--- src/rtl/tour_move_sequencer_if.sv ---
// Command-port bundle between the UART path, the tour sequencer and cmd_proc.
// The master modport is the sequencer's view; slave is everyone around it.
interface tour_move_sequencer_if;
  logic [15:0] cmd_UART;
  logic        cmd_rdy_UART;
  logic        clr_cmd_rdy_UART;
  logic [15:0] cmd;
  logic        cmd_rdy;
  logic        clr_cmd_rdy;
  logic        send_resp;
  logic [7:0]  resp;

  modport master (
    input  cmd_UART, cmd_rdy_UART, clr_cmd_rdy, send_resp,
    output clr_cmd_rdy_UART, cmd, cmd_rdy, resp
  );

  modport slave (
    output cmd_UART, cmd_rdy_UART, clr_cmd_rdy, send_resp,
    input  clr_cmd_rdy_UART, cmd, cmd_rdy, resp
  );
endinterface

--- src/rtl/tour_move_sequencer.sv ---
// Turns a solved Knight's tour into vertical/horizontal cmd_proc commands and
// arbitrates the cmd_proc port between the UART path and the tour.
//
// state  | meaning
// IDLE   | UART pass-through, waiting for start_tour
// VERT   | presenting the vertical leg of move mv_indx
// WAIT_V | vertical leg consumed, waiting for send_resp
// HORZ   | presenting the horizontal leg of move mv_indx
// WAIT_H | horizontal leg consumed, waiting for send_resp
module tour_move_sequencer #(
  parameter int NUM_MOVES = 24,
  parameter int IDX_W     = 5
) (
  input  logic                 clk,
  input  logic                 rst,
  input  logic                 start_tour,
  input  logic [7:0]           move,
  output logic [IDX_W-1:0]     mv_indx,
  output logic                 tour_busy,
  output logic                 tour_err,
  tour_move_sequencer_if.master bus
);

  typedef enum logic [2:0] {IDLE, VERT, WAIT_V, HORZ, WAIT_H} state_t;

  localparam logic [IDX_W-1:0] LAST_IDX   = IDX_W'(NUM_MOVES - 1);
  localparam logic [3:0]       OP_MOVE    = 4'h2;
  localparam logic [3:0]       OP_FANFARE = 4'h3;
  localparam logic [7:0]       HDG_N      = 8'h00;
  localparam logic [7:0]       HDG_W      = 8'h3F;
  localparam logic [7:0]       HDG_S      = 8'h7F;
  localparam logic [7:0]       HDG_E      = 8'hBF;
  localparam logic [7:0]       RESP_DONE  = 8'h5A;
  localparam logic [7:0]       RESP_BUSY  = 8'hA5;

  state_t      state;
  logic        vert_entry;
  logic [7:0]  move_reg;
  logic [7:0]  move_cur;
  logic        move_ok;
  logic        last_move;
  logic [15:0] vert_cmd;
  logic [15:0] horz_cmd;

  // mv_indx changes on the edge into VERT, so TourLogic's move for the new
  // index is only valid during the first VERT cycle; use it live there.
  assign move_cur  = vert_entry ? move : move_reg;
  assign move_ok   = $onehot(move_cur);
  assign last_move = (mv_indx == LAST_IDX);
  assign tour_busy = (state != IDLE);

  always_comb begin
    vert_cmd = {OP_MOVE, HDG_N, 4'd0};
    horz_cmd = {OP_FANFARE, HDG_E, 4'd0};
    case (move_cur)
      8'h01: begin
        vert_cmd = {OP_MOVE, HDG_N, 4'd2};
        horz_cmd = {OP_FANFARE, HDG_E, 4'd1};
      end
      8'h02: begin
        vert_cmd = {OP_MOVE, HDG_N, 4'd2};
        horz_cmd = {OP_FANFARE, HDG_W, 4'd1};
      end
      8'h04: begin
        vert_cmd = {OP_MOVE, HDG_N, 4'd1};
        horz_cmd = {OP_FANFARE, HDG_W, 4'd2};
      end
      8'h08: begin
        vert_cmd = {OP_MOVE, HDG_S, 4'd1};
        horz_cmd = {OP_FANFARE, HDG_W, 4'd2};
      end
      8'h10: begin
        vert_cmd = {OP_MOVE, HDG_S, 4'd2};
        horz_cmd = {OP_FANFARE, HDG_W, 4'd1};
      end
      8'h20: begin
        vert_cmd = {OP_MOVE, HDG_S, 4'd2};
        horz_cmd = {OP_FANFARE, HDG_E, 4'd1};
      end
      8'h40: begin
        vert_cmd = {OP_MOVE, HDG_S, 4'd1};
        horz_cmd = {OP_FANFARE, HDG_E, 4'd2};
      end
      8'h80: begin
        vert_cmd = {OP_MOVE, HDG_N, 4'd1};
        horz_cmd = {OP_FANFARE, HDG_E, 4'd2};
      end
      default: ;
    endcase
  end

  // Port mux: pass-through in IDLE, tour legs otherwise.
  always_comb begin
    bus.cmd              = bus.cmd_UART;
    bus.cmd_rdy          = bus.cmd_rdy_UART;
    bus.clr_cmd_rdy_UART = bus.clr_cmd_rdy;
    bus.resp             = RESP_DONE;
    if (state != IDLE) begin
      bus.clr_cmd_rdy_UART = 1'b0;
      bus.resp             = (state == WAIT_H && last_move) ? RESP_DONE : RESP_BUSY;
      bus.cmd_rdy          = 1'b0;
      bus.cmd              = vert_cmd;
      case (state)
        VERT: begin
          bus.cmd     = vert_cmd;
          bus.cmd_rdy = move_ok;
        end
        HORZ: begin
          bus.cmd     = horz_cmd;
          bus.cmd_rdy = 1'b1;
        end
        WAIT_H:  bus.cmd = horz_cmd;
        default: bus.cmd = vert_cmd;
      endcase
    end
  end

  always_ff @(posedge clk) begin
    if (rst) begin
      state      <= IDLE;
      mv_indx    <= '0;
      tour_err   <= 1'b0;
      vert_entry <= 1'b0;
      move_reg   <= '0;
    end else begin
      tour_err   <= 1'b0;
      vert_entry <= 1'b0;
      case (state)
        IDLE: begin
          if (start_tour) begin
            state      <= VERT;
            mv_indx    <= '0;
            vert_entry <= 1'b1;
          end
        end
        VERT: begin
          if (vert_entry) move_reg <= move;
          if (!move_ok) begin
            tour_err <= 1'b1;
            state    <= IDLE;
            mv_indx  <= '0;
          end else if (bus.clr_cmd_rdy) begin
            state <= bus.send_resp ? HORZ : WAIT_V;
          end
        end
        WAIT_V: begin
          if (bus.send_resp) state <= HORZ;
        end
        HORZ: begin
          if (bus.clr_cmd_rdy && bus.send_resp) begin
            if (last_move) begin
              state <= IDLE;
            end else begin
              state      <= VERT;
              mv_indx    <= mv_indx + IDX_W'(1);
              vert_entry <= 1'b1;
            end
          end else if (bus.clr_cmd_rdy) begin
            state <= WAIT_H;
          end
        end
        WAIT_H: begin
          if (bus.send_resp) begin
            if (last_move) begin
              state <= IDLE;
            end else begin
              state      <= VERT;
              mv_indx    <= mv_indx + IDX_W'(1);
              vert_entry <= 1'b1;
            end
          end
        end
        default: state <= IDLE;
      endcase
    end
  end

endmodule

--- src/flat_wrapper.sv ---
// flat-port wrapper written by rule: the top's interface ports become plain ports
module tour_move_sequencer_flat 
#(
  parameter int NUM_MOVES = 24,
  parameter int IDX_W     = 5
)
  (clk, rst, start_tour, move, mv_indx, tour_busy, tour_err, bus_cmd_UART, bus_cmd_rdy_UART, bus_clr_cmd_rdy, bus_send_resp, bus_clr_cmd_rdy_UART, bus_cmd, bus_cmd_rdy, bus_resp);
  tour_move_sequencer_if bus_i ();
  input  logic clk;
  input  logic rst;
  input  logic start_tour;
  input  logic [7:0] move;
  output logic [IDX_W-1:0] mv_indx;
  output logic tour_busy;
  output logic tour_err;
  input wire logic [$bits(bus_i.cmd_UART)-1:0] bus_cmd_UART;
  input wire logic [$bits(bus_i.cmd_rdy_UART)-1:0] bus_cmd_rdy_UART;
  input wire logic [$bits(bus_i.clr_cmd_rdy)-1:0] bus_clr_cmd_rdy;
  input wire logic [$bits(bus_i.send_resp)-1:0] bus_send_resp;
  output wire logic [$bits(bus_i.clr_cmd_rdy_UART)-1:0] bus_clr_cmd_rdy_UART;
  output wire logic [$bits(bus_i.cmd)-1:0] bus_cmd;
  output wire logic [$bits(bus_i.cmd_rdy)-1:0] bus_cmd_rdy;
  output wire logic [$bits(bus_i.resp)-1:0] bus_resp;
  assign bus_i.cmd_UART = bus_cmd_UART;
  assign bus_i.cmd_rdy_UART = bus_cmd_rdy_UART;
  assign bus_i.clr_cmd_rdy = bus_clr_cmd_rdy;
  assign bus_i.send_resp = bus_send_resp;
  assign bus_clr_cmd_rdy_UART = bus_i.clr_cmd_rdy_UART;
  assign bus_cmd = bus_i.cmd;
  assign bus_cmd_rdy = bus_i.cmd_rdy;
  assign bus_resp = bus_i.resp;
  tour_move_sequencer #(.NUM_MOVES(NUM_MOVES), .IDX_W(IDX_W)) u_core (.clk(clk), .rst(rst), .start_tour(start_tour), .move(move), .mv_indx(mv_indx), .tour_busy(tour_busy), .tour_err(tour_err), .bus(bus_i));
endmodule
--- config.mk ---
export PLATFORM = sky130hd
export DESIGN_NAME = tour_move_sequencer_flat
export DESIGN_NICKNAME = d
export VERILOG_FILES = /design/src/rtl/tour_move_sequencer_if.sv /design/src/rtl/tour_move_sequencer.sv /design/src/flat_wrapper.sv
export SDC_FILE = /design/constraint.sdc
export NUM_CORES = 1
export LEC_CHECK = 0
export ABC_AREA = 0
export CAP_MARGIN = 20
export CORE_UTILIZATION = 60
export DETAILED_ROUTE_END_ITERATION = 10
export DONT_BUFFER_PORTS = 1
export GPL_ROUTABILITY_DRIVEN = 0
export PLACE_DENSITY = 0.76
export RECOVER_POWER = 25
export SLEW_MARGIN = 15
export SYNTH_ARGS = -nofsm -noshare
export SYNTH_HDL_FRONTEND = slang
export SYNTH_SLANG_ARGS = --single-unit
--- constraint.sdc ---
create_clock -name clk -period 19.8 [get_ports clk]
set_input_delay 5.94 -clock clk [delete_from_list [all_inputs] [get_ports clk]]
set_output_delay 5.94 -clock clk [all_outputs]
set_load 0.03 [all_outputs]
== After elaboration in Yosys (flattened, before gate mapping) ==
Index checks and enable logic that the tools add are counted.
Storage, ports and cells
  bits in registers: 18
  word-level logic and storage cells: 84
Operators by class
  multiplexer cells: 32
  reductions and logical operators: 17
  bitwise logic cells: 1
  $add $sub $neg: 8
  eq/ne operators: 21
Operators by type and width (count)
  $pmux 12 s4: 1
  $pmux 11 s4: 1
  $mux 5: 5
  $mux 8: 3
  $mux 3: 7
  $pmux 5 s4: 1
  $reduce_or 2->1: 10
  $mux 16: 1
  $pmux 3 s5: 1
  $mux 13: 1
  $add 4x4->4: 3
  $reduce_and 5->1: 2
  $mux 1: 9
  $add 1x1->2: 4
  $eq 8x1->1 const B: 1
  $eq 8x2->1 const B: 1
  $eq 8x3->1 const B: 1
  $eq 8x4->1 const B: 1
  $eq 8x5->1 const B: 1
  $eq 8x6->1 const B: 1
  $eq 8x7->1 const B: 1
  $eq 8x8->1 const B: 1
  $ne 2x2->1 const B: 4
  $eq 3x2->1 const B: 2
  15 further kinds: 16

== Logic depth before layout (Yosys ltp) ==
Gate-level depths: netlist of the first run.
  depth after elaboration: 7
  mapped depth: 15
  gate-level depth less buffers: 14

== Worst setup path before layout of the first run ==
Ideal clock, no wire load.
  path type: input-to-output
  from: input port move[0]
  to: output port bus_cmd_rdy
  path slack: 4.630 ns
  buffers on the path: 0
  arrival time: 9.230 ns
  required time: 13.860 ns
  cell stages on the path: 12
  cells stage by stage: mux2i_1 inv_1 ha_1 fa_1 inv_1 fa_1 inv_1 ha_1 fa_1 nor4b_2 o21ai_0 a21oi_1
On the way
  word-level cells in the longest chain between the ends: 7
Ends and longest elaborated chain
  start, declared: RTL line flat_wrapper.sv:12  | input logic [7:0] move;
  $mux 8
  via u_core.move_cur[0]: RTL line tour_move_sequencer.sv:39  | logic [7:0] move_cur;
  $add 1x1->2 (implied by the code): RTL line tour_move_sequencer.sv:48  | assign move_ok = $onehot(move_cur);
  $add 4x4->4 (implied by the code) (2 in series): RTL line tour_move_sequencer.sv:48
  $eq 4x1->1: RTL line tour_move_sequencer.sv:48
  $pmux 1 s2: RTL line tour_move_sequencer.sv:103  | case (state)
  $mux 1: RTL line tour_move_sequencer.sv:98  | if (state != IDLE) begin
  end, declared: RTL line flat_wrapper.sv:22  | output wire logic [$bits(bus_i.cmd_rdy)-1:0] bus_cmd_rdy;
The timed path passes the listed nets, and every way through them passes these cells.

== Worst setup path after layout of the first run ==
Same ends and word-level chain as after synthesis.

==> results.py, run 1 <==
metrics = {
    "clock_tree": {
        "clk_pin_slew_ns": 0.10,
        "cts_tree": "done",
        "clkSinkCount": 18,
        "numCtsBuffers": 3,
        "cts_buffer_depth": 2,
        "clock_latency_ns": 0.30,
        "cts_resized": 0,
        "ctsRootBufferMaster": "clkbuf_4",
        "h-tree-depth": 1,
        "postCtsHoldBufs": 0,
        "post_cts.repair.setup_buffers": 0,
    },
    "synthesis": {
        "synthDistinctLibCells": 52,
        "yosys-top-cells-area": "dfxtp_1, ha_1, mux2i_1",
        "seq_area_frac_synth_pct": 20.5,
        "post-synth-top-count-cell": "nor2_1",
        "yosys_warnings": 0,
        "synth_top_area_cell": "dfxtp_1",
        "ys_top_cells_by_count": "nor2_1, inv_1, ha_1, dfxtp_1, a211oi_1",
        "syn_nets": 268,
        "synth_ff_type": "dfxtp_1",
        "synth.top_cell.area_share_pct": 20.5,
        "yosys_register_bits": 18,
        "synthesis.area_mm2": 0.00176,
        "synthCells": 215,
        "synth-async-reset-ratio_pct": 0,
        "avgSynthCellArea_um2": 8.16,
        "synth_edf_count": 0,
    },
    "final_layout": {
        "area_growth_pct": -0.998,
        "fin_area_mm2": 0.00174,
        "fin_util_pct": 63.0,
        "largest_reg_flops": 8,
        "num-nets-final": 256,
        "n_antenna_cell": 0,
        "drive_gt1_share_pct": 8.42,
        "fillers": 245,
    },
    "grt": {
        "grt_max_degree": 24,
        "grt_pass1_vias": 1350,
        "antenna_found_initial": 0,
        "met2_usage_pct": 40.8,
        "gr-usage-all-layers_pct": 24.2,
        "use_met3_pct": 2.79,
        "gr-total-overflow": 0,
        "met1_usage_pct": 32.3,
        "grt.busiest_layer": "met2",
        "grt_pass1_wl_um": 6130,
    },
    "die": {
        "pin_count": 63,
        "num_rows": 19,
        "dieArea_mm2": 0.00315,
        "fp.coreArea_mm2": 0.00276,
        "die_x_um": 56.1,
        "die_height_um": 56.1,
        "start_util_pct": 63.7,
    },
    "status": {
        "status": "complete, no violations",
    },
    "setup_path": {
        "max_stage_delay_ns": 0.55,
        "cp_cell_sequence": "mux2i_1 > inv_1 > ha_1 > fa_1 > inv_1 > fa_1 > inv_1 > ha_1 > fa_1 > nor4b_2 > o21ai_0 > a21oi_1",
        "cp-start-kind": "input pin",
        "cp.required_ns": 13.86,
        "cp_num_buf_inv": 3,
        "end_kind": "primary output",
        "crit_type": "in -> out",
        "arrival_ns": 9.57,
        "critical_path.top_delay_family": "adder cells",
        "slowest_stage": "a21oi_1",
        "critPathMaxFanout": 5,
    },
    "timing": {
        "relSlewSlack_pct": 33.6,
        "setup_violations": 0,
        "rsz0062_at_grt": "no",
        "clock_skew_ns": 0.0114,
        "finalWorstSetupSlack_ns": 4.29,
        "min_period_ns": 15.51,
        "post-route-period-util_pct": 78.3,
        "tns_ns": 0,
        "fmax_ghz": 0.0645,
        "finalMaxSlewViolations": 0,
        "worst_pin_slew_ns": 0.988,
        "finalHoldViolations": 0,
    },
    "drt": {
        "drt_iter0_markers": 54,
        "num_vias": 1487,
        "ant_nets": 0,
        "avgViaCountPerCell": 6.38,
        "drtPass1Iterations": 4,
        "wirelength_um": 3680,
        "routedWlPerCell_um": 15.8,
        "drcViolationCount": 0,
    },
    "hold_path": {
        "worst_hold_path_type": "reg -> reg",
    },
    "placed_design": {
        "hpwl_um": 2890,
        "dp_slack_ns": 4.27,
        "port_buffers": 0,
        "dpl_cell_area_mm2": 0.00170,
    },
    "flow_run": {
        "cap_viol_max_count": 0,
    },
}
[layout by cell type (no fill, tap or decap), drive strengths merged, types with 7 or more instances in the layout]
master and n:
inv 21, dfxtp 18, nor2 21, a211oi 10, o21ai 7, nand2 9, mux2i 9, and3 7
ha 19, a21oi 10
[metal layers]
metal	vias up	share of wire [%]
met4	0	1.4
met3	8	4.9
met1	683	46
met2	65	48
met5	-	0
li1	731	-
[cell families after synthesis]
kind of cell,count (synthesis),synth area share (%)
compound gates,58,24.5
fa+ha+maj,23,18.1
buf+inv,39,10.4
flops,18,20.5
mux,9,5.13
simple gates,68,21.3
[area by class of cell]
| cell class | count | area (um^2) | area share (%) |
|---|---|---|---|
| Multi-Input combinational cell | 158 | 1220 | 70.0 |
| Sequential cell | 18 | 360 | 20.7 |
| Inverter | 21 | 78.8 | 4.54 |
| Tap cell | 31 | 38.8 | 2.23 |
| Clock buffer | 4 | 36.3 | 2.09 |
| Timing Repair Buffer | 1 | 7.51 | 0.432 |
[per-stage QoR]
step	instances	hold WS (ns)
floorplan	215	0.477
global placement	229	0.479
detailed placement	229	0.485
CTS	233	0.500
global route	233	0.517
finish	233	0.500
[worst paths after layout]
check / cells past startpoint / slack, ns / start / endpoint
setup / recovery: 12 / 4.29 / move[0] / bus_cmd_rdy
hold / removal: 2 / 0.50 / u_core.move_reg[4]$_SDFFE_PP0N_ / u_core.move_reg[4]$_SDFFE_PP0N_
setup reg to reg: 14 / 15.32 / u_core.vert_entry$_SDFF_PP0_ / u_core.mv_indx[4]$_SDFFE_PP0P_
hold reg to reg: 2 / 0.50 / u_core.move_reg[4]$_SDFFE_PP0N_ / u_core.move_reg[4]$_SDFFE_PP0N_
[worst min-delay path: stages, from the launching register on]
cell,delay (ns)
dfxtp_1,0.32
nor2_1,0.09
a211oi_1,0.05
Power of run 1 is not shown: default switching activity piles up to over one toggle a cycle in this logic, so the estimate is an artifact.
==> run 2: changes to the inputs <==
==> constraint.sdc (replaced) <==
create_clock -name clk -period 15.5 [get_ports clk]
set_input_delay 4.65 -clock clk [delete_from_list [all_inputs] [get_ports clk]]
set_output_delay 4.65 -clock clk [all_outputs]
set_load 0.03 [all_outputs]
==> results of run 2 <==
The final DEF is identical to that of run 1. Status: complete, no violations.
Among the figures that moved: setup slack after placement 4.27 ns -> 2.55 ns; setup slack after layout 4.29 ns -> 2.57 ns; register-to-register setup slack 15.32 ns -> 11.02 ns
Power of run 2 is left out for the same reason.
==> run 3: changes to the inputs <==
--- a/config.mk
+++ b/config.mk
@@ -7,11 +7,11 @@
 export LEC_CHECK = 0
 export ABC_AREA = 0
 export CAP_MARGIN = 20
-export CORE_UTILIZATION = 60
+export CORE_UTILIZATION = 57
 export DETAILED_ROUTE_END_ITERATION = 10
 export DONT_BUFFER_PORTS = 1
 export GPL_ROUTABILITY_DRIVEN = 0
-export PLACE_DENSITY = 0.76
+export PLACE_DENSITY = 0.75
 export RECOVER_POWER = 25
 export SLEW_MARGIN = 15
 export SYNTH_ARGS = -nofsm -noshare
==> constraint.sdc (replaced) <==
create_clock -name clk -period 10.7 [get_ports clk]
set_input_delay 3.21 -clock clk [delete_from_list [all_inputs] [get_ports clk]]
set_output_delay 3.21 -clock clk [all_outputs]
set_load 0.03 [all_outputs]
==> results.py, run 3 (synthesized netlist as in run 1, its figures left out) <==
metrics = {
    "status": {
        "status": "finished, violations left",
        "violations": "design-rule violations",
    },
    "setup_path": {
        "crit_type": "in -> out",
        "cp.required_ns": 7.49,
        "arrival_ns": 6.84,
        "end_kind": "primary output",
        "critPathMaxFanout": 5,
        "cp-start-kind": "input pin",
    },
    "timing": {
        "rsz0062_at_grt": "no",
        "fmax_ghz": 0.0995,
        "setup_violations": 0,
        "tns_ns": 0,
        "min_period_ns": 10.05,
        "finalMaxSlewViolations": 0,
        "worst_pin_slew_ns": 0.991,
        "relSlewSlack_pct": 33.4,
        "finalHoldViolations": 0,
        "post-route-period-util_pct": 93.9,
        "clock_skew_ns": 0.00263,
    },
    "die": {
        "start_util_pct": 62.1,
        "fp.coreArea_mm2": 0.00283,
        "pin_count": 63,
        "die_x_um": 57.5,
        "dieArea_mm2": 0.00331,
        "die_height_um": 57.5,
        "num_rows": 19,
    },
    "clock_tree": {
        "clock_latency_ns": 0.30,
        "cts_resized": 0,
        "h-tree-depth": 1,
        "cts_tree": "done",
        "cts_buffer_depth": 2,
        "clkSinkCount": 18,
        "ctsRootBufferMaster": "clkbuf_4",
        "postCtsHoldBufs": 0,
        "numCtsBuffers": 3,
        "clk_pin_slew_ns": 0.11,
        "post_cts.repair.setup_buffers": 0,
    },
    "final_layout": {
        "multiInputGateArea_mm2": 0.00122,
        "fillers": 246,
        "num-nets-final": 256,
        "area.sequential_um2": 360,
        "layout.cells.most_common_list": "nor2_1, inv_1, ha_1",
        "drive_gt1_share_pct": 8.42,
        "largest_reg_flops": 8,
        "final_common_cell": "nor2_1",
        "n_antenna_cell": 0,
        "area_growth_pct": -0.998,
    },
    "drt": {
        "drtPass1Iterations": 8,
        "drcViolationCount": 10,
        "drt_iter0_markers": 81,
        "routedWlPerCell_um": 16.6,
        "ant_nets": 0,
        "avgViaCountPerCell": 6.51,
        "num_vias": 1517,
        "wirelength_um": 3870,
    },
    "hold_path": {
        "worst_hold_path_type": "reg -> reg",
    },
    "placed_design": {
        "port_buffers": 0,
        "hpwl_um": 3010,
    },
    "grt": {
        "grt_pass1_wl_um": 6370,
        "gr-total-overflow": 0,
        "antenna_found_initial": 0,
        "gr-usage-all-layers_pct": 24.4,
        "grt_max_degree": 24,
        "grt_pass1_vias": 1488,
    },
    "flow_run": {
        "cap_viol_max_count": 0,
    },
}
-- run 3: critical path: stages --
cell	delay, ns
mux2i_1	0.31
inv_1	0.12
ha_1	0.24
fa_1	0.53
inv_1	0.05
fa_1	0.53
inv_1	0.04
ha_1	0.20
fa_1	0.45
nor4b_2	0.46
o21ai_0	0.14
a21oi_1	0.54
-- run 3: path summary, 6_finish.rpt --
check | slack, ns | start | cells past startpoint | endpoint
worst max-delay path | 0.65 | move[0] | 12 | bus_cmd_rdy
worst min-delay path | 0.50 | u_core.move_reg[1]$_SDFFE_PP0N_ | 2 | u_core.move_reg[1]$_SDFFE_PP0N_
worst max register to register | 6.21 | u_core.vert_entry$_SDFF_PP0_ | 14 | u_core.mv_indx[0]$_SDFFE_PP0P_
worst min register to register | 0.50 | u_core.move_reg[1]$_SDFFE_PP0N_ | 2 | u_core.move_reg[1]$_SDFFE_PP0N_
-- run 3: per-layer routing --
| layer | vias up | track usage (%) | routed length (um) | part of all wire [%] |
|---|---|---|---|---|
| met5 | - | 0 | 0 | 0 |
| met4 | 0 | 8.01 | 28 | 0.72 |
| met3 | 4 | 2.49 | 238 | 6.1 |
| met2 | 61 | 42.9 | 1930 | 50 |
| met1 | 717 | 31.2 | 1680 | 43 |
| li1 | 735 | - | - | - |
-- run 3: through the flow --
step	instances	hold slack, ns	util, %	instance area, um^2	setup slack, ns
global placement	229	0.480	60.2	1700	0.791
detailed placement	229	0.488	60.2	1700	0.651
global route	233	0.546	61.4	1740	0.442
CTS	233	0.503	61.4	1740	0.651
floorplan	215	0.477	-	1760	0.990
finish	233	0.503	61.4	1740	0.652
-- run 3: layout make-up --
class	count	share of cell area (%)
Multi-Input combinational cell	158	70.0
Timing Repair Buffer	1	0.432
Sequential cell	18	20.7
Clock buffer	4	2.09
Tap cell	31	2.23
Inverter	21	4.54
Power of run 3 is left out for the same reason.
==> variant, RTL diff (flow settings as in run 1) <==
Reset style: asynchronous (`rst`), changed in one clocked block.
--- a/src/rtl/tour_move_sequencer.sv
+++ b/src/rtl/tour_move_sequencer.sv
@@ -116,5 +116,5 @@
   end
 
-  always_ff @(posedge clk) begin
+  always_ff @(posedge clk or posedge rst) begin
     if (rst) begin
       state      <= IDLE;
Function: differs if rst is asserted again (counterexample within 4 cycles, from zero or initial values and one cycle with rst high); with rst held inactive, the same outputs for 10 cycles.
==> variant against run 1 <==
- cell area up 1.4%
- count of clock-buffer cells in the layout did not move
- critical path depth did not move
- worst setup slack got worse by 0.033 ns
- fmax shrank 0.21%
- synthesized area shrank 0.29%
- wire length stayed put
- worst hold slack better by 0.042 ns
- non-clock buffer count up 1
- sequential cell count is the same
- sequential share of layout area is 4.8 points higher
- largest cell class unchanged
- highest routed layer unchanged
==> variant: results <==
export IMPL_grt_pass1_wl_mm=5.961
export IMPL_cpMaxStageDelayCell="fa_1"
export IMPL_final_net_count=252
export IMPL_wl_met3_um=234
export IMPL_synth_cell_types=45
export IMPL_clk_pin_slew_ns=0.10
export IMPL_hold_path_depth=2
export IMPL_r2r_start="u_core.vert_entry"
export IMPL_crit_path_max_fanout=4
export IMPL_hp_start="u_core.move_reg[4]"
export IMPL_fill_cells=251
export IMPL_buffers=2
export IMPL_synth_compound_area_share_pct=22.23
export IMPL_use_met1_pct=33.14
export IMPL_clockBufferDepth=2
export IMPL_track_usage_pct=23.66
export IMPL_nNonClkInverters=25
export IMPL_drive_gt1_share_pct=6.061
export IMPL_clkCellAreaFrac_pct=2.060
export IMPL_wl_met2_mm=1.713
export IMPL_async_reset_ff_share_pct=100.0
export IMPL_m1WireLength_mm=1.714
export IMPL_grt_max_degree=21
export IMPL_synthFlopType="dfrtp_1"
export IMPL_nMultiInputCombCells=149
export IMPL_r2r_end="u_core.mv_indx[0]"
export IMPL_r2r_cells=13
export IMPL_min_to="u_core.move_reg[4]"
export IMPL_synthTopCellsByCount="inv_1, ha_1, dfrtp_1, nor2_1, a21oi_1"
export IMPL_drt_iter0_markers=91
export IMPL_final_nonclk_buf_share_pct=0.8523
export IMPL_fin_skew_ns=0.001230
export IMPL_critPathMaxStageDelay_ns=0.53
export IMPL_synthTopCellsByArea="dfrtp_1, ha_1, inv_1"
export IMPL_vias_per_cell=6.240
export IMPL_grt_pass1_vias=1345
export IMPL_critPathLaunch="move[2]"
export IMPL_wire_per_inst_um=16.05
export IMPL_outcome="finished, final reports clean"
export IMPL_syn_nets=260
export IMPL_seq_area_um2=450.4
export IMPL_multi_input_area_um2=1127
export IMPL_critPathTopFamily="adder cells"
export IMPL_cp_arrival_ns=9.61
export IMPL_p_sw_w=0.0002071
export IMPL_regToRegSetupSlack_ns=15.01
export IMPL_fin_cells=229
export IMPL_relSlewSlack_pct=34.79
export IMPL_muxShareOfSynthArea_pct=5.790
export IMPL_met2_usage_pct=37.76
export IMPL_place_inst=224
export IMPL_synth_adder_area_share_pct=18.16
export IMPL_synth_area_per_cell_um2=8.456
export IMPL_yosysSeqAreaShare_pct=25.73
export IMPL_met3_usage_pct=6.744
## variant: changes by cell type in the layout (fill, tap and decap cells not counted), sizes merged, moves of 5 or more
cell | before | now
dfrtp | 0 | 18
dfxtp | 18 | 0
a211oi | 10 | 0
a21o | 1 | 7
a21oi | 10 | 16
nand2 | 9 | 15
o21a | 6 | 0
nand2b | 6 | 1
## variant: through the flow
step	util, %	power (W)	setup WS, ns	hold WS (ns)	area (um^2)
floorplan	-	0.0003015	4.593	0.4943	1750
global placement	62.30	0.0003279	4.357	0.5096	1718
detailed placement	62.30	0.0003383	4.256	0.5270	1718
CTS	63.61	0.0003628	4.251	0.5501	1754
global route	63.88	0.0003995	3.968	0.5722	1762
finish	63.88	0.0003628	4.254	0.5424	1762
## variant: logic make-up (layout without fill, tap and decap cells)
logic type,count (synthesis),count (layout)
and+or+nand+nor,60,60
AOI/OAI and AO/OA,56,56
buffers and inverters,40,31
adders and majority gates,23,23
DFF,18,18
muxes,10,10
